==> src/rtl/exc_commit_if.sv <==
// ---------------------------------------------------------------------------
// exc_commit_if
// Bundles every non-clock signal of the exception commit unit.
//   mem side : m_valid, m_pc, m_bd, exception flags, m_eret, m_badvaddr, m_ready
//   cp0 side : int_response, cp0_epc, exc_valid/excode/bd/epc/badvaddr/eret
//   pipeline : flush
//   fetch    : redirect_valid, redirect_pc, redirect_ready
// Modports:
//   slave  - the exc_commit unit itself
//   master - the surrounding pipeline / cp0 / fetch (or a testbench)
// ---------------------------------------------------------------------------
interface exc_commit_if;
  logic        m_valid;
  logic [31:0] m_pc;
  logic        m_bd;
  logic        m_if_adel;
  logic        m_id_ri;
  logic        m_id_sys;
  logic        m_id_bp;
  logic        m_ex_ov;
  logic        m_mem_adel;
  logic        m_mem_ades;
  logic        m_eret;
  logic [31:0] m_badvaddr;
  logic        int_response;
  logic [31:0] cp0_epc;
  logic        m_ready;

  logic        exc_valid;
  logic [4:0]  exc_excode;
  logic        exc_bd;
  logic [31:0] exc_epc;
  logic [31:0] exc_badvaddr;
  logic        exc_eret;

  logic        flush;

  logic        redirect_valid;
  logic [31:0] redirect_pc;
  logic        redirect_ready;

  modport slave (
    input  m_valid, m_pc, m_bd, m_if_adel, m_id_ri, m_id_sys, m_id_bp,
           m_ex_ov, m_mem_adel, m_mem_ades, m_eret, m_badvaddr,
           int_response, cp0_epc, redirect_ready,
    output m_ready, exc_valid, exc_excode, exc_bd, exc_epc, exc_badvaddr,
           exc_eret, flush, redirect_valid, redirect_pc
  );

  modport master (
    output m_valid, m_pc, m_bd, m_if_adel, m_id_ri, m_id_sys, m_id_bp,
           m_ex_ov, m_mem_adel, m_mem_ades, m_eret, m_badvaddr,
           int_response, cp0_epc, redirect_ready,
    input  m_ready, exc_valid, exc_excode, exc_bd, exc_epc, exc_badvaddr,
           exc_eret, flush, redirect_valid, redirect_pc
  );
endinterface

==> src/rtl/exc_commit.sv <==
// ---------------------------------------------------------------------------
// exc_commit
// Exception commit unit at the MEM/WB boundary. Merges the pipeline
// exception flags with the cp0 interrupt request, selects one cause by MIPS
// priority, reports it to cp0 for one cycle, flushes the pipeline and holds
// a PC redirect towards fetch until fetch accepts it.
// Ports:
//   clk    - clock
//   resetn - asynchronous active-low reset
//   bus    - exc_commit_if.slave (mem, cp0, flush and fetch redirect signals)
//
// state   | meaning
// --------+-------------------------------------------------------------
// S_IDLE  | commit normally; an exception/interrupt/eret fires here
// S_REDIR | redirect to fetch pending; flush asserted, commits ignored
// ---------------------------------------------------------------------------
module exc_commit #(
  parameter logic [31:0] EXC_VECTOR = 32'hBFC00380
) (
  input  logic          clk,
  input  logic          resetn,
  exc_commit_if.slave   bus
);

  typedef enum logic {
    S_IDLE  = 1'b0,
    S_REDIR = 1'b1
  } state_t;

  localparam logic [4:0] EXC_INT  = 5'd0;
  localparam logic [4:0] EXC_ADEL = 5'd4;
  localparam logic [4:0] EXC_ADES = 5'd5;
  localparam logic [4:0] EXC_SYS  = 5'd8;
  localparam logic [4:0] EXC_BP   = 5'd9;
  localparam logic [4:0] EXC_RI   = 5'd10;
  localparam logic [4:0] EXC_OV   = 5'd12;

  state_t      r_state;
  state_t      w_state_nxt;
  logic        r_redirect_valid;
  logic        w_redirect_valid_nxt;
  logic [31:0] r_redirect_pc;
  logic [31:0] w_redirect_pc_nxt;

  logic        w_any_flag;
  logic        w_cause;
  logic        w_take;
  logic        w_sel_eret;
  logic [4:0]  w_excode;
  logic [31:0] w_epc;
  logic [31:0] w_badvaddr;

  assign w_any_flag = bus.m_if_adel | bus.m_id_ri | bus.m_id_sys | bus.m_id_bp |
                      bus.m_ex_ov | bus.m_mem_adel | bus.m_mem_ades;
  assign w_cause    = bus.int_response | w_any_flag | bus.m_eret;

  // eret only wins when nothing else is pending on the same instruction
  assign w_sel_eret = bus.m_eret & ~bus.int_response & ~w_any_flag;

  // An EPC for a delay-slot instruction points back at the branch.
  assign w_epc      = bus.m_bd ? (bus.m_pc - 32'd4) : bus.m_pc;

  // A fetch address error faults on the PC itself, not a data address.
  assign w_badvaddr = bus.m_if_adel ? bus.m_pc : bus.m_badvaddr;

  always_comb begin
    w_excode = EXC_INT;
    if (bus.int_response)    w_excode = EXC_INT;
    else if (bus.m_if_adel)  w_excode = EXC_ADEL;
    else if (bus.m_id_ri)    w_excode = EXC_RI;
    else if (bus.m_id_sys)   w_excode = EXC_SYS;
    else if (bus.m_id_bp)    w_excode = EXC_BP;
    else if (bus.m_ex_ov)    w_excode = EXC_OV;
    else if (bus.m_mem_adel) w_excode = EXC_ADEL;
    else if (bus.m_mem_ades) w_excode = EXC_ADES;
    else                     w_excode = EXC_INT;
  end

  always_ff @(posedge clk or negedge resetn) begin
    if (!resetn) begin
      r_state          <= S_IDLE;
      r_redirect_valid <= 1'b0;
      r_redirect_pc    <= 32'd0;
    end else begin
      r_state          <= w_state_nxt;
      r_redirect_valid <= w_redirect_valid_nxt;
      r_redirect_pc    <= w_redirect_pc_nxt;
    end
  end

  always_comb begin
    w_state_nxt          = r_state;
    w_redirect_valid_nxt = r_redirect_valid;
    w_redirect_pc_nxt    = r_redirect_pc;
    w_take               = 1'b0;

    unique case (r_state)
      S_IDLE: begin
        w_take = bus.m_valid & w_cause;
        if (w_take) begin
          w_state_nxt          = S_REDIR;
          w_redirect_valid_nxt = 1'b1;
          w_redirect_pc_nxt    = w_sel_eret ? bus.cp0_epc : EXC_VECTOR;
        end
      end
      S_REDIR: begin
        if (bus.redirect_ready) begin
          w_state_nxt          = S_IDLE;
          w_redirect_valid_nxt = 1'b0;
        end
      end
      default: begin
        w_state_nxt          = S_IDLE;
        w_redirect_valid_nxt = 1'b0;
      end
    endcase
  end

  // MEM is never stalled: in S_REDIR wrong-path commits are accepted and
  // discarded by the flush rather than held back.
  assign bus.m_ready        = 1'b1;

  assign bus.exc_valid      = w_take;
  assign bus.exc_excode     = (w_take & ~w_sel_eret) ? w_excode : 5'd0;
  assign bus.exc_bd         = w_take & bus.m_bd;
  assign bus.exc_epc        = w_take ? w_epc : 32'd0;
  assign bus.exc_badvaddr   = w_take ? w_badvaddr : 32'd0;
  assign bus.exc_eret       = w_take & w_sel_eret;

  assign bus.flush          = w_take | (r_state == S_REDIR);

  assign bus.redirect_valid = r_redirect_valid;
  assign bus.redirect_pc    = r_redirect_pc;

endmodule

==> src/flat_wrapper.sv <==
// flat-port wrapper written by rule: the top's interface ports become plain ports
module exc_commit_flat 
#(
  parameter logic [31:0] EXC_VECTOR = 32'hBFC00380
)
  (clk, resetn, bus_m_valid, bus_m_pc, bus_m_bd, bus_m_if_adel, bus_m_id_ri, bus_m_id_sys, bus_m_id_bp, bus_m_ex_ov, bus_m_mem_adel, bus_m_mem_ades, bus_m_eret, bus_m_badvaddr, bus_int_response, bus_cp0_epc, bus_redirect_ready, bus_m_ready, bus_exc_valid, bus_exc_excode, bus_exc_bd, bus_exc_epc, bus_exc_badvaddr, bus_exc_eret, bus_flush, bus_redirect_valid, bus_redirect_pc);
  exc_commit_if bus_i ();
  input  logic clk;
  input  logic resetn;
  input wire logic [$bits(bus_i.m_valid)-1:0] bus_m_valid;
  input wire logic [$bits(bus_i.m_pc)-1:0] bus_m_pc;
  input wire logic [$bits(bus_i.m_bd)-1:0] bus_m_bd;
  input wire logic [$bits(bus_i.m_if_adel)-1:0] bus_m_if_adel;
  input wire logic [$bits(bus_i.m_id_ri)-1:0] bus_m_id_ri;
  input wire logic [$bits(bus_i.m_id_sys)-1:0] bus_m_id_sys;
  input wire logic [$bits(bus_i.m_id_bp)-1:0] bus_m_id_bp;
  input wire logic [$bits(bus_i.m_ex_ov)-1:0] bus_m_ex_ov;
  input wire logic [$bits(bus_i.m_mem_adel)-1:0] bus_m_mem_adel;
  input wire logic [$bits(bus_i.m_mem_ades)-1:0] bus_m_mem_ades;
  input wire logic [$bits(bus_i.m_eret)-1:0] bus_m_eret;
  input wire logic [$bits(bus_i.m_badvaddr)-1:0] bus_m_badvaddr;
  input wire logic [$bits(bus_i.int_response)-1:0] bus_int_response;
  input wire logic [$bits(bus_i.cp0_epc)-1:0] bus_cp0_epc;
  input wire logic [$bits(bus_i.redirect_ready)-1:0] bus_redirect_ready;
  output wire logic [$bits(bus_i.m_ready)-1:0] bus_m_ready;
  output wire logic [$bits(bus_i.exc_valid)-1:0] bus_exc_valid;
  output wire logic [$bits(bus_i.exc_excode)-1:0] bus_exc_excode;
  output wire logic [$bits(bus_i.exc_bd)-1:0] bus_exc_bd;
  output wire logic [$bits(bus_i.exc_epc)-1:0] bus_exc_epc;
  output wire logic [$bits(bus_i.exc_badvaddr)-1:0] bus_exc_badvaddr;
  output wire logic [$bits(bus_i.exc_eret)-1:0] bus_exc_eret;
  output wire logic [$bits(bus_i.flush)-1:0] bus_flush;
  output wire logic [$bits(bus_i.redirect_valid)-1:0] bus_redirect_valid;
  output wire logic [$bits(bus_i.redirect_pc)-1:0] bus_redirect_pc;
  assign bus_i.m_valid = bus_m_valid;
  assign bus_i.m_pc = bus_m_pc;
  assign bus_i.m_bd = bus_m_bd;
  assign bus_i.m_if_adel = bus_m_if_adel;
  assign bus_i.m_id_ri = bus_m_id_ri;
  assign bus_i.m_id_sys = bus_m_id_sys;
  assign bus_i.m_id_bp = bus_m_id_bp;
  assign bus_i.m_ex_ov = bus_m_ex_ov;
  assign bus_i.m_mem_adel = bus_m_mem_adel;
  assign bus_i.m_mem_ades = bus_m_mem_ades;
  assign bus_i.m_eret = bus_m_eret;
  assign bus_i.m_badvaddr = bus_m_badvaddr;
  assign bus_i.int_response = bus_int_response;
  assign bus_i.cp0_epc = bus_cp0_epc;
  assign bus_i.redirect_ready = bus_redirect_ready;
  assign bus_m_ready = bus_i.m_ready;
  assign bus_exc_valid = bus_i.exc_valid;
  assign bus_exc_excode = bus_i.exc_excode;
  assign bus_exc_bd = bus_i.exc_bd;
  assign bus_exc_epc = bus_i.exc_epc;
  assign bus_exc_badvaddr = bus_i.exc_badvaddr;
  assign bus_exc_eret = bus_i.exc_eret;
  assign bus_flush = bus_i.flush;
  assign bus_redirect_valid = bus_i.redirect_valid;
  assign bus_redirect_pc = bus_i.redirect_pc;
  exc_commit #(.EXC_VECTOR(EXC_VECTOR)) u_core (.clk(clk), .resetn(resetn), .bus(bus_i));
endmodule
==> config.mk <==
export PLATFORM = sky130hd
export DESIGN_NAME = exc_commit_flat
export DESIGN_NICKNAME = d
export VERILOG_FILES = /design/src/rtl/exc_commit_if.sv /design/src/rtl/exc_commit.sv /design/src/flat_wrapper.sv
export SDC_FILE = /design/constraint.sdc
export NUM_CORES = 1
export LEC_CHECK = 0
export ABC_AREA = 1
export CAP_MARGIN = 20
export CELL_PAD_IN_SITES_DETAIL_PLACEMENT = 1
export CELL_PAD_IN_SITES_GLOBAL_PLACEMENT = 1
export CORE_MARGIN = 3
export CORE_UTILIZATION = 36
export DETAILED_ROUTE_END_ITERATION = 8
export DONT_BUFFER_PORTS = 1
export PLACE_DENSITY = 0.76
export SLEW_MARGIN = 20
export SYNTH_ARGS = -nofsm -noshare
export SYNTH_HDL_FRONTEND = slang
export SYNTH_SLANG_ARGS = --single-unit
export TNS_END_PERCENT = 30
==> constraint.sdc <==
create_clock -name clk -period 1.34 [get_ports clk]
set_clock_uncertainty 0.15 [all_clocks]
set_input_delay 0.134 -clock clk [delete_from_list [all_inputs] [get_ports clk]]
set_output_delay 0.134 -clock clk [all_outputs]
set_load 0.005 [all_outputs]
==> flow_metrics.py, run 1 <==
metrics = {
    "run_status": {
        "outcome": "finished, violations left",
        "violated_checks": "negative setup slack",
    },
    "global_routing": {
        "grt-ovfl-total": 0,
        "number_of_antenna_violations_at_the_first_check_in_global_routing": 1,
        "first_pass_grt_wire_length_um": 21000,
        "grt_start_max_net_pins": 35,
        "first_global_vias": 4002,
        "globalRouteTotalUtil": 0.272,
    },
    "logic_synthesis": {
        "syn-instance-count": 508,
        "synth-warning-count": 0,
        "syn_area_per_cell_sq_um": 5.82,
        "mappedNetlistArea_sq_um": 2960,
        "synth_sequential_area_ratio": 0.288,
        "synth.distinct_cells": 31,
        "ys_ff_latch": 34,
        "synthesized_nets": 619,
    },
    "critical_path": {
        "crit_slowest_cell": "sky130_fd_sc_hd__dfrtp_1",
        "worst-endpoint-arrival_ns": 1.47,
        "r2r_start": "u_core.r_state",
        "crit_path_max_fanout": 8,
        "timing.critical_path.slowest_cell_delay_ns": 0.40,
        "critical_path.startpoint_type": "flip-flop",
        "timing.critical_path.cells": "inv_2 > nand3_4 > buf_8 > clkbuf_16 > a21oi_2",
        "r2r_setup_slack_ns": -0.26,
        "timing.critical_path.to_type": "output port",
        "critical_path.top_delay_family": "buffers and inverters",
        "kind_of_critical_path": "flip-flop to output port",
        "critPathRequiredTime_ns": 1.06,
        "worst-path-buf-inv": 3,
        "timing.critical_path.from": "u_core.r_state",
    },
    "timing": {
        "report.final.slew_viol_count": 0,
        "max_frequency_mhz": 569,
        "setup_repair_after_global_routing_missed_its_margin": "yes",
        "period_share": 1.31,
        "finalWorstSetupSlack_ns": -0.417,
        "timing.final.crit_period_ns": 1.76,
        "finalSetupViolCount": 106,
        "hold_violations": 0,
    },
    "cells_and_area": {
        "fill_cells": 976,
        "seq_area_sq_um": 851,
        "final_nets": 696,
        "fin_cells": 689,
        "mostFrequentLayoutCells": "sky130_fd_sc_hd__nand2_1, sky130_fd_sc_hd__nor2_1, sky130_fd_sc_hd__inv_1, sky130_fd_sc_hd__dlygate4sd3_1, sky130_fd_sc_hd__dfrtp_1",
        "stdcell_area_sq_um": 4660,
        "finished_core_util": 0.594,
        "layout-drive-gt1-share": 0.302,
        "multiInputGateArea_sq_um": 2350,
        "area_growth_pct": 57.6,
        "most_common_library_cell_in_the_layout_ignoring_fill_and_taps": "sky130_fd_sc_hd__nand2_1",
    },
    "die": {
        "placementRows": 32,
        "total_core_area_sq_um": 7850,
        "floorplan.die_area_sq_um": 9340,
        "io_pins": 217,
        "die-height_um": 96.6,
        "dieWidth_um": 96.6,
        "effective_utilization_at_floorplan": 0.377,
    },
    "clock_network": {
        "total_cts_buffers": 5,
        "root_driver": "sky130_fd_sc_hd__clkbuf_8",
        "tritoncts": "done",
        "clk_pin_slew_worst_paths_ns": 0.07,
        "cts.sink_count": 34,
        "clockBufferDepth": 2,
        "cts_htree_levels": 2,
        "clkLatencyLatePin_ns": 0.29,
    },
    "place": {
        "dp.cells": 629,
        "dp_worst_setup_slack_ns": -0.158,
        "final_wtd_congestion": 0.835,
        "placement.io_buffers": 0,
        "dpl_wire_length_um": 8310,
        "post_placement_cell_area_sq_um": 3300,
    },
    "pwr": {
        "pwr_density_cell_nw_per_um2": 680,
        "vdd_ir_drop_max_uv": 877,
        "power_leakage_nw": 2.18,
        "post_layout_power_mw": 3.17,
    },
    "route": {
        "drtAntennaViolNets": 0,
        "vias": 3660,
        "post_drt_wl_per_cell_um": 19.9,
        "drt_pass1_iterations": 4,
        "dr_iter_0_viols": 111,
        "drt-total-wl_um": 13700,
        "remaining_drc_errors": 0,
        "avgViaCountPerCell": 5.31,
    },
    "run": {
        "cap_violations": 0,
    },
    "min_path": {
        "hold_path.class": "input port to flip-flop",
        "launch_point_of_the_worst_hold_path": "bus_m_eret",
    },
}
-- Yosys cell counts --
| master | n | share of area |
|---|---|---|
| sky130_fd_sc_hd__nand2_1 | 190 | 0.24 |
| sky130_fd_sc_hd__nor2_1 | 97 | 0.12 |
| sky130_fd_sc_hd__inv_1 | 52 | 0.066 |
| sky130_fd_sc_hd__a21oi_1 | 42 | 0.071 |
| sky130_fd_sc_hd__dfrtp_1 | 34 | 0.29 |
| sky130_fd_sc_hd__nand3_1 | 17 | 0.029 |
| sky130_fd_sc_hd__xor2_1 | 9 | 0.027 |
| sky130_fd_sc_hd__buf_6 | 7 | 0.027 |
| sky130_fd_sc_hd__nor2_2 | 7 | 0.015 |
| sky130_fd_sc_hd__nor3_1 | 7 | 0.012 |
| sky130_fd_sc_hd__clkbuf_1 | 6 | 0.0076 |
| sky130_fd_sc_hd__buf_2 | 5 | 0.0085 |
| sky130_fd_sc_hd__buf_4 | 4 | 0.010 |
| sky130_fd_sc_hd__inv_2 | 3 | 0.0038 |
| sky130_fd_sc_hd__nand2_2 | 3 | 0.0063 |
| sky130_fd_sc_hd__nand4_1 | 3 | 0.0063 |
| sky130_fd_sc_hd__o21bai_1 | 3 | 0.0076 |
| sky130_fd_sc_hd__xnor2_1 | 3 | 0.0089 |
| sky130_fd_sc_hd__conb_1 | 2 | 0.0025 |
| sky130_fd_sc_hd__nor2_4 | 2 | 0.0076 |
| sky130_fd_sc_hd__o21ai_0 | 2 | 0.0034 |
| sky130_fd_sc_hd__and3_1 | 1 | 0.0021 |
| sky130_fd_sc_hd__clkinv_1 | 1 | 0.0013 |
| sky130_fd_sc_hd__ha_1 | 1 | 0.0042 |
| sky130_fd_sc_hd__nand3_2 | 1 | 0.0034 |
| sky130_fd_sc_hd__nand3_4 | 1 | 0.0059 |
| sky130_fd_sc_hd__nand4_2 | 1 | 0.0042 |
| sky130_fd_sc_hd__o211ai_1 | 1 | 0.0025 |
| sky130_fd_sc_hd__o21ai_1 | 1 | 0.0017 |
| sky130_fd_sc_hd__or2_1 | 1 | 0.0021 |
| sky130_fd_sc_hd__or2_2 | 1 | 0.0021 |
-- report_power, final --
group          internal [mW]  leakage, nW  switching, mW
clock                  0.557       0.0525          0.392
sequential              1.04        0.408         0.0131
combinational          0.534         1.72          0.635
total                   2.13         2.18           1.04
-- registers in the layout, summed over array words and instances (netlist names) --
register                   flops
u_core.bus.redirect_valid      1
u_core.r_state                 1
u_core.bus.redirect_pc        32
-- tightest hold or removal path, cell delays in order --
cell and delay [ns]:
sky130_fd_sc_hd__nand4_4 0.07, sky130_fd_sc_hd__inv_2 0.04, sky130_fd_sc_hd__buf_12 0.15, sky130_fd_sc_hd__nand2_1 0.06, sky130_fd_sc_hd__nand2_1 0.04
-- final timing paths --
kind | endpoint | cells past startpoint
worst max register to register | u_core.bus.redirect_pc[26] | 7
worst max-delay path | bus_exc_badvaddr[25] | 5
worst min register to register | u_core.bus.redirect_pc[13] | 2
worst min-delay path | u_core.bus.redirect_pc[13] | 5
min in group asynchronous | u_core.bus.redirect_pc[17] | 2
max in group asynchronous | u_core.bus.redirect_pc[0] | 2
-- logic make-up (layout without fill, tap and decap cells) --
group                    Yosys count  in the layout  synth area share
buffers and inverters             78            156             0.124
other                              2              3           0.00254
AND/OR/NAND/NOR                  332            332             0.460
AO/OA/AOI/OAI                     49             49            0.0863
adder cells (fa/ha/maj)            1              1           0.00423
XOR/XNOR                          12             12            0.0355
flip-flops                        34             34             0.288
-- cell type report --
type                       instances  area share
multi-input combinational        396       0.504
sequential                        34       0.183
tap                              102      0.0274
antenna                            1    0.000537
inverter                          56      0.0478
clock inverter                     1     0.00644
timing repair inverter             1     0.00107
clock buffer                       7      0.0164
timing repair buffer              91       0.214
-- per-stage QoR --
step                      hold slack, ns  TNS, ns
after global placement            -0.311    -3.54
after detailed placement          -0.311    -9.47
final                             0.0961   -30.48
after CTS                         0.0864   -25.50
after global routing               0.115   -33.96
after floorplan                   -0.312        0
-- what timing repair did --
item / CTS / global route
endpoints found under the hold margin: 68 / 0
cloned: 4 / 3
hold buffers: 35 / 0
endpoints found under the setup margin: 83 / 106
resized for setup: 119 / 53
buffers inserted: 6 / 5
pin swaps: 8 / 14
-- per-layer routing --
metal  GRT usage  vias up  share of wire
li1            -     1696              -
met1       0.291     1776           0.36
met2       0.515      155           0.55
met3      0.0606       33          0.057
met4       0.103        0          0.033
met5           0        -              0
Power figures use the tool's default switching activity.
==> inputs of run 2 (changes only) <==
--- a/config.mk
+++ b/config.mk
@@ -5,15 +5,13 @@
 export SDC_FILE = /design/constraint.sdc
 export NUM_CORES = 1
 export LEC_CHECK = 0
-export ABC_AREA = 1
-export CAP_MARGIN = 20
 export CELL_PAD_IN_SITES_DETAIL_PLACEMENT = 1
 export CELL_PAD_IN_SITES_GLOBAL_PLACEMENT = 1
 export CORE_MARGIN = 3
-export CORE_UTILIZATION = 36
+export CORE_UTILIZATION = 38
 export DETAILED_ROUTE_END_ITERATION = 8
 export DONT_BUFFER_PORTS = 1
-export PLACE_DENSITY = 0.76
+export PLACE_DENSITY = 0.74
 export SLEW_MARGIN = 20
 export SYNTH_ARGS = -nofsm -noshare
 export SYNTH_HDL_FRONTEND = slang
==> flow_metrics.py, run 2 <==
metrics = {
    "run_status": {
        "outcome": "finished, violations left",
        "violated_checks": "negative setup slack",
    },
    "logic_synthesis": {
        "synth_commonest_cells": "sky130_fd_sc_hd__nor2_1, sky130_fd_sc_hd__dfrtp_1, sky130_fd_sc_hd__mux2i_1",
        "yosysTopAreaCell": "sky130_fd_sc_hd__dfrtp_1",
        "synth-warning-count": 0,
        "syn-instance-count": 304,
        "ffs_w_async_s_r_synth": 1.00,
        "syn_area_per_cell_sq_um": 8.63,
        "yosys.area.top_type_share": 0.324,
        "postSynth.topFlopCell": "sky130_fd_sc_hd__dfrtp_1",
        "mappedNetlistArea_sq_um": 2630,
        "yosysMostFrequentCell": "sky130_fd_sc_hd__nor2_1",
        "netlist_top_cells_area": "sky130_fd_sc_hd__dfrtp_1, sky130_fd_sc_hd__mux2i_1, sky130_fd_sc_hd__nor2_1, sky130_fd_sc_hd__a22o_1, sky130_fd_sc_hd__o22a_1",
        "synth.distinct_cells": 48,
        "synth_sequential_area_ratio": 0.324,
        "synth-edff-count": 0,
        "synthesized_nets": 415,
        "ys_ff_latch": 34,
    },
    "global_routing": {
        "grt_start_max_net_pins": 36,
        "first_pass_grt_wire_length_um": 17100,
        "first_global_vias": 3231,
        "globalRouteTotalUtil": 0.277,
        "number_of_antenna_violations_at_the_first_check_in_global_routing": 1,
        "grt-ovfl-total": 0,
    },
    "cells_and_area": {
        "finished_core_util": 0.716,
        "mostFrequentLayoutCells": "sky130_fd_sc_hd__nor2_4, sky130_fd_sc_hd__buf_4, sky130_fd_sc_hd__dlygate4sd3_1, sky130_fd_sc_hd__dfrtp_1, sky130_fd_sc_hd__mux2i_1",
        "area_growth_pct": 78.2,
        "final_nets": 504,
        "most_common_library_cell_in_the_layout_ignoring_fill_and_taps": "sky130_fd_sc_hd__nor2_4",
        "largest_register_ff_count": 32,
        "layout-drive-gt1-share": 0.457,
    },
    "critical_path": {
        "critPathRequiredTime_ns": 1.06,
        "r2r_setup_slack_ns": -0.53,
        "timing.rr.end": "u_core.bus.redirect_pc[20]",
        "timing.critical_path.from": "bus_m_pc[26]",
        "crit_path_max_fanout": 4,
        "r2r_start": "u_core.r_state",
        "critical_path.startpoint_type": "input port",
        "worst-r2r-cell-count": 8,
        "critPathCapture": "bus_exc_epc[30]",
        "kind_of_critical_path": "input port to output port",
        "worst-endpoint-arrival_ns": 1.72,
        "timing.critical_path.to_type": "output port",
    },
    "die": {
        "io_pins": 217,
        "total_core_area_sq_um": 6530,
        "effective_utilization_at_floorplan": 0.402,
        "floorplan.die_area_sq_um": 7940,
        "placementRows": 29,
        "dieWidth_um": 89.1,
        "die-height_um": 89.1,
    },
    "timing": {
        "setup_repair_after_global_routing_missed_its_margin": "yes",
        "measured_slew_at_the_worst_slew_check_pin_ns": 0.490,
        "finalHoldWorstSlack_ns": 0.141,
        "timing.final.crit_period_ns": 2.00,
        "finalSetupViolCount": 106,
        "period_share": 1.49,
        "max_frequency_mhz": 500,
        "hold_violations": 0,
        "max-slew-margin-rel": 0.671,
        "finalWorstSetupSlack_ns": -0.662,
        "report.final.slew_viol_count": 0,
    },
    "route": {
        "dr_iter_0_viols": 103,
        "drt-total-wl_um": 13800,
        "drt_pass1_iterations": 4,
        "vias": 3099,
        "post_drt_wl_per_cell_um": 29.1,
        "remaining_drc_errors": 0,
        "avgViaCountPerCell": 6.57,
        "drtAntennaViolNets": 0,
    },
    "clock_network": {
        "tritoncts": "done",
        "cts_htree_levels": 2,
        "clkLatencyLatePin_ns": 0.28,
        "cts.sink_count": 34,
        "total_cts_buffers": 5,
        "clockBufferDepth": 2,
        "root_driver": "sky130_fd_sc_hd__clkbuf_8",
    },
    "place": {
        "dp_worst_setup_slack_ns": -0.721,
        "dpl_wire_length_um": 7030,
        "final_wtd_congestion": 0.757,
        "placement.io_buffers": 0,
    },
    "pwr": {
        "post_layout_power_mw": 3.08,
        "pwr_density_cell_nw_per_um2": 658,
        "vdd_ir_drop_max_uv": 704,
        "power_leakage_nw": 1.79,
    },
    "min_path": {
        "hold_path.class": "input port to output port",
    },
    "run": {
        "cap_violations": 0,
    },
}
## run 2: changes by cell type in the layout (fill, tap and decap cells not counted), moves of 12 or more
cell                      previous run  this run
sky130_fd_sc_hd__o22a_1              0        12
sky130_fd_sc_hd__a21oi_2            16         1
sky130_fd_sc_hd__inv_1              48         0
sky130_fd_sc_hd__nand3_1            17         2
sky130_fd_sc_hd__a22o_1              0        20
sky130_fd_sc_hd__nor2_1             65         7
sky130_fd_sc_hd__nand2_1           174         8
sky130_fd_sc_hd__nor2_2             15         1
sky130_fd_sc_hd__nand2_2            13         0
sky130_fd_sc_hd__mux2i_1             0        32
sky130_fd_sc_hd__nor2_4             26        44
## run 2: worst min-delay path by stage
stage                                start                    endpoint  cells past startpoint
after CTS                       bus_m_eret   u_core.bus.redirect_pc[9]                      3
final                     bus_int_response           bus_exc_excode[2]                      1
after global placement              resetn  u_core.bus.redirect_pc[15]                      0
after detailed placement            resetn  u_core.bus.redirect_pc[15]                      0
after global routing      bus_int_response           bus_exc_excode[2]                      1
after floorplan                     resetn   u_core.bus.redirect_pc[0]                      0
## run 2: where the power goes
part | total (mW) | switching, mW | internal [mW] | leakage (nW)
sequential | 1.05 | 0.0163 | 1.04 | 0.408
clock | 0.779 | 0.411 | 0.367 | 0.0452
combinational | 1.24 | 0.621 | 0.621 | 1.34
## run 2: through the flow
step	cell area [sq um]	TNS [ns]	instances
finish	4680	-54.03	472
floorplan	2940	-42.29	304
detailed placement	3220	-47.78	397
CTS	4310	-40.54	453
global route	4680	-60.32	472
global placement	3220	-47.58	397
## run 2: kinds of logic (layout without fill, tap and decap cells)
family          Yosys count  after routing  synth area share
fa+ha+maj                 1              1           0.00477
compound gates           69             69             0.192
buf+inv                  30            119            0.0534
simple gates            123            124             0.258
flops                    34             34             0.324
mux                      32             32             0.122
other cells               2              3           0.00286
xor+xnor                 13             13            0.0434
## run 2: worst max-delay path, cell delays in order
cell and delay (ns):
sky130_fd_sc_hd__or4_4 0.54, sky130_fd_sc_hd__or4_4 0.44, sky130_fd_sc_hd__or4_4 0.44, sky130_fd_sc_hd__a21oi_4 0.16
## run 2: final cells by class
| class | count | area (sq um) |
|---|---|---|
| well taps | 77 | 96.3 |
| clock inverters | 2 | 13.8 |
| fillers | 612 | 1850 |
| multi-input cells | 241 | 2380 |
| repair buffers | 106 | 1200 |
| clock buffers | 6 | 72.6 |
| flip-flops and latches | 34 | 851 |
| diodes | 1 | 2.50 |
| inverters | 5 | 53.8 |
## run 2: routing by layer
layer  vias to the layer above  part of all wire  global-route usage
li1                       1304                 -                   -
met1                      1529              0.34               0.297
met2                       224              0.55               0.533
met3                        42             0.080              0.0682
met4                         0             0.033              0.0731
met5                         -                 0                   0
## run 2: repair_timing
action                                 4_1_cts  5_1_grt
pin swaps                                   29       35
setup buffers                                8       17
resized for setup                          100       40
endpoints found under the hold margin       68        0
hold buffers                                35        0
setup endpoints to repair                  106      106
cloned                                       5        2
==> inputs of run 3 (changes only) <==
--- a/config.mk
+++ b/config.mk
@@ -5,13 +5,15 @@
 export SDC_FILE = /design/constraint.sdc
 export NUM_CORES = 1
 export LEC_CHECK = 0
+export BUFFER_PORTS_ARGS = -buffer_cell sky130_fd_sc_hd__buf_4
 export CELL_PAD_IN_SITES_DETAIL_PLACEMENT = 1
 export CELL_PAD_IN_SITES_GLOBAL_PLACEMENT = 1
 export CORE_MARGIN = 3
-export CORE_UTILIZATION = 38
+export CORE_UTILIZATION = 24
+export CTS_BUF_LIST = sky130_fd_sc_hd__clkbuf_4 sky130_fd_sc_hd__clkbuf_8
+export CTS_CLUSTER_DIAMETER = 120
 export DETAILED_ROUTE_END_ITERATION = 8
-export DONT_BUFFER_PORTS = 1
-export PLACE_DENSITY = 0.74
+export PLACE_DENSITY = 0.77
 export SLEW_MARGIN = 20
 export SYNTH_ARGS = -nofsm -noshare
 export SYNTH_HDL_FRONTEND = slang
==> flow_metrics.py, run 3 (synthesis results as in run 2) <==
metrics = {
    "pwr": {
        "clock_power_share": 0.238,
        "vdd_ir_drop_max_uv": 767,
        "seq_power_share": 0.253,
        "switching_power_mw": 1.39,
        "power_leakage_nw": 3.16,
        "switching_share": 0.333,
        "internal-power_mw": 2.78,
        "power.combinational.fraction": 0.510,
        "pwr_density_cell_nw_per_um2": 600,
    },
    "timing": {
        "setup_repair_after_global_routing_missed_its_margin": "yes",
        "report.final.slew_viol_count": 0,
        "hold_violations": 0,
        "timing.final.crit_period_ns": 2.20,
        "max_frequency_mhz": 454,
        "finalSetupViolCount": 106,
        "max-slew-margin-rel": 0.568,
        "period_share": 1.64,
        "finalWorstSetupSlack_ns": -0.864,
        "measured_slew_at_the_worst_slew_check_pin_ns": 0.648,
    },
    "cells_and_area": {
        "most_common_library_cell_in_the_layout_ignoring_fill_and_taps": "sky130_fd_sc_hd__buf_4",
        "largest_register_ff_count": 32,
        "area_growth_pct": 164,
        "mostFrequentLayoutCells": "sky130_fd_sc_hd__buf_4, sky130_fd_sc_hd__buf_6, sky130_fd_sc_hd__nor2_4, sky130_fd_sc_hd__dlygate4sd3_1, sky130_fd_sc_hd__dfrtp_1",
        "layout-drive-gt1-share": 0.686,
        "antenna_cells": 0,
        "fill_cells": 1056,
        "final_nets": 763,
        "fin_cells": 789,
    },
    "die": {
        "effective_utilization_at_floorplan": 0.251,
        "io_pins": 217,
        "dieWidth_um": 111,
        "placementRows": 37,
        "die-height_um": 111,
        "floorplan.die_area_sq_um": 12200,
        "total_core_area_sq_um": 10500,
    },
    "run": {
        "cap_violations": 0,
    },
    "critical_path": {
        "critical_path.top_delay_family": "simple AND/OR/NAND/NOR gates",
        "timing.critical_path.to_type": "output port",
        "worst-endpoint-arrival_ns": 1.92,
        "critPathRequiredTime_ns": 1.06,
        "timing.critical_path.cells": "buf_6 > or4_4 > or4_4 > or4_4 > a21oi_4 > buf_6",
        "worst-path-buf-inv": 2,
        "critical_path.startpoint_type": "input port",
        "crit_slowest_cell": "sky130_fd_sc_hd__or4_4",
        "crit_top_cell": "sky130_fd_sc_hd__or4_4",
        "timing.critical_path.slowest_cell_delay_ns": 0.55,
        "crit_path_max_fanout": 3,
        "kind_of_critical_path": "input port to output port",
    },
    "run_status": {
        "violated_checks": "negative setup slack",
        "outcome": "finished, violations left",
    },
    "route": {
        "remaining_drc_errors": 0,
        "post_drt_wl_per_cell_um": 24.4,
        "drt-total-wl_um": 19200,
        "vias": 4140,
        "dr_iter_0_viols": 171,
        "drt_pass1_iterations": 4,
        "drtAntennaViolNets": 0,
        "avgViaCountPerCell": 5.25,
    },
    "min_path": {
        "hold_path.class": "input port to async pin",
    },
    "global_routing": {
        "grt-ovfl-total": 0,
        "first_global_vias": 4594,
        "globalRouteTotalUtil": 0.270,
        "first_pass_grt_wire_length_um": 26700,
        "grt_start_max_net_pins": 35,
        "number_of_antenna_violations_at_the_first_check_in_global_routing": 0,
    },
    "place": {
        "final_wtd_congestion": 0.860,
        "dp_worst_setup_slack_ns": -0.968,
        "dpl_wire_length_um": 9930,
        "dp.cells": 695,
        "placement.io_buffers": 214,
    },
    "clock_network": {
        "root_driver": "sky130_fd_sc_hd__clkbuf_8",
        "clockBufferDepth": 2,
        "tritoncts": "done",
        "cts.sink_count": 34,
        "clk_pin_slew_worst_paths_ns": 0.08,
        "clkLatencyLatePin_ns": 0.30,
        "total_cts_buffers": 5,
        "cts_htree_levels": 2,
    },
}
## run 3: cell types whose count changed in the layout (fill, tap and decap cells not counted), sizes merged
| cell | before | now |
|---|---|---|
| buf | 70 | 330 |
| clkbuf | 8 | 6 |
| clkinv | 3 | 1 |
| clkinvlp | 0 | 2 |
| bufinv | 0 | 1 |
| diode | 1 | 0 |
## run 3: repair_timing
item                                    in CTS  in global routing
cloned                                      12                  1
endpoints found under the hold margin       68                  0
endpoints found under the setup margin     106                106
setup buffers                               20                 20
pin swaps                                   43                 31
hold buffers                                34                  0
gates resized for setup                    120                 82
## run 3: path summary, 6_finish.rpt
kind | startpoint | to | slack [ns] | depth (start not counted)
max in group asynchronous | resetn | u_core.bus.redirect_pc[10] | 0.52 | 2
min | resetn | u_core.bus.redirect_pc[26] | 0.19 | 2
min reg2reg | u_core.bus.redirect_pc[12] | u_core.bus.redirect_pc[12] | 0.37 | 1
max reg2reg | u_core.r_state | u_core.bus.redirect_pc[0] | -0.59 | 9
max | bus_m_pc[26] | bus_exc_epc[30] | -0.86 | 6
min in group clk | bus_m_eret | u_core.bus.redirect_pc[19] | 0.33 | 6
## run 3: power groups by stage
stage,Clock (mW),Sequential (mW),Combinational [mW]
detailed placement,0,1.07,1.30
global placement,0,1.07,1.27
global route,1.04,1.05,2.23
CTS,0.977,1.05,1.83
finish,0.989,1.05,2.12
floorplan,0,1.07,0.544
## run 3: area by class of cell
| class | count | area, sq um | area share |
|---|---|---|---|
| inverters | 5 | 43.8 | 0.00631 |
| clock inverters | 3 | 45.0 | 0.00649 |
| repair buffers | 365 | 3420 | 0.494 |
| flip-flops and latches | 34 | 851 | 0.123 |
| clock buffers | 5 | 68.8 | 0.00992 |
| multi-input cells | 241 | 2330 | 0.337 |
| well taps | 136 | 170 | 0.0245 |
## run 3: per-layer routing
layer / routed length, um / global-route usage
met2: 10200 / 0.518
met4: 660 / 0.0739
met5: 0 / 0
met1: 7150 / 0.299
met3: 1270 / 0.0548
## run 3: stage by stage
stage          power [mW]  instance area [sq um]  utilization  TNS (ns)  hold WS, ns
2_1_floorplan        1.61                   2940            -    -42.29       -0.312
3_3_place_gp         2.34                   5070        0.484    -68.56      -0.0515
3_5_place_dp         2.37                   5070        0.484    -70.15      -0.0385
4_1_cts              3.86                   6420        0.613    -65.10        0.180
5_1_grt              4.32                   6940        0.663    -75.66        0.224
6_report             4.16                   6940        0.663    -72.17        0.192
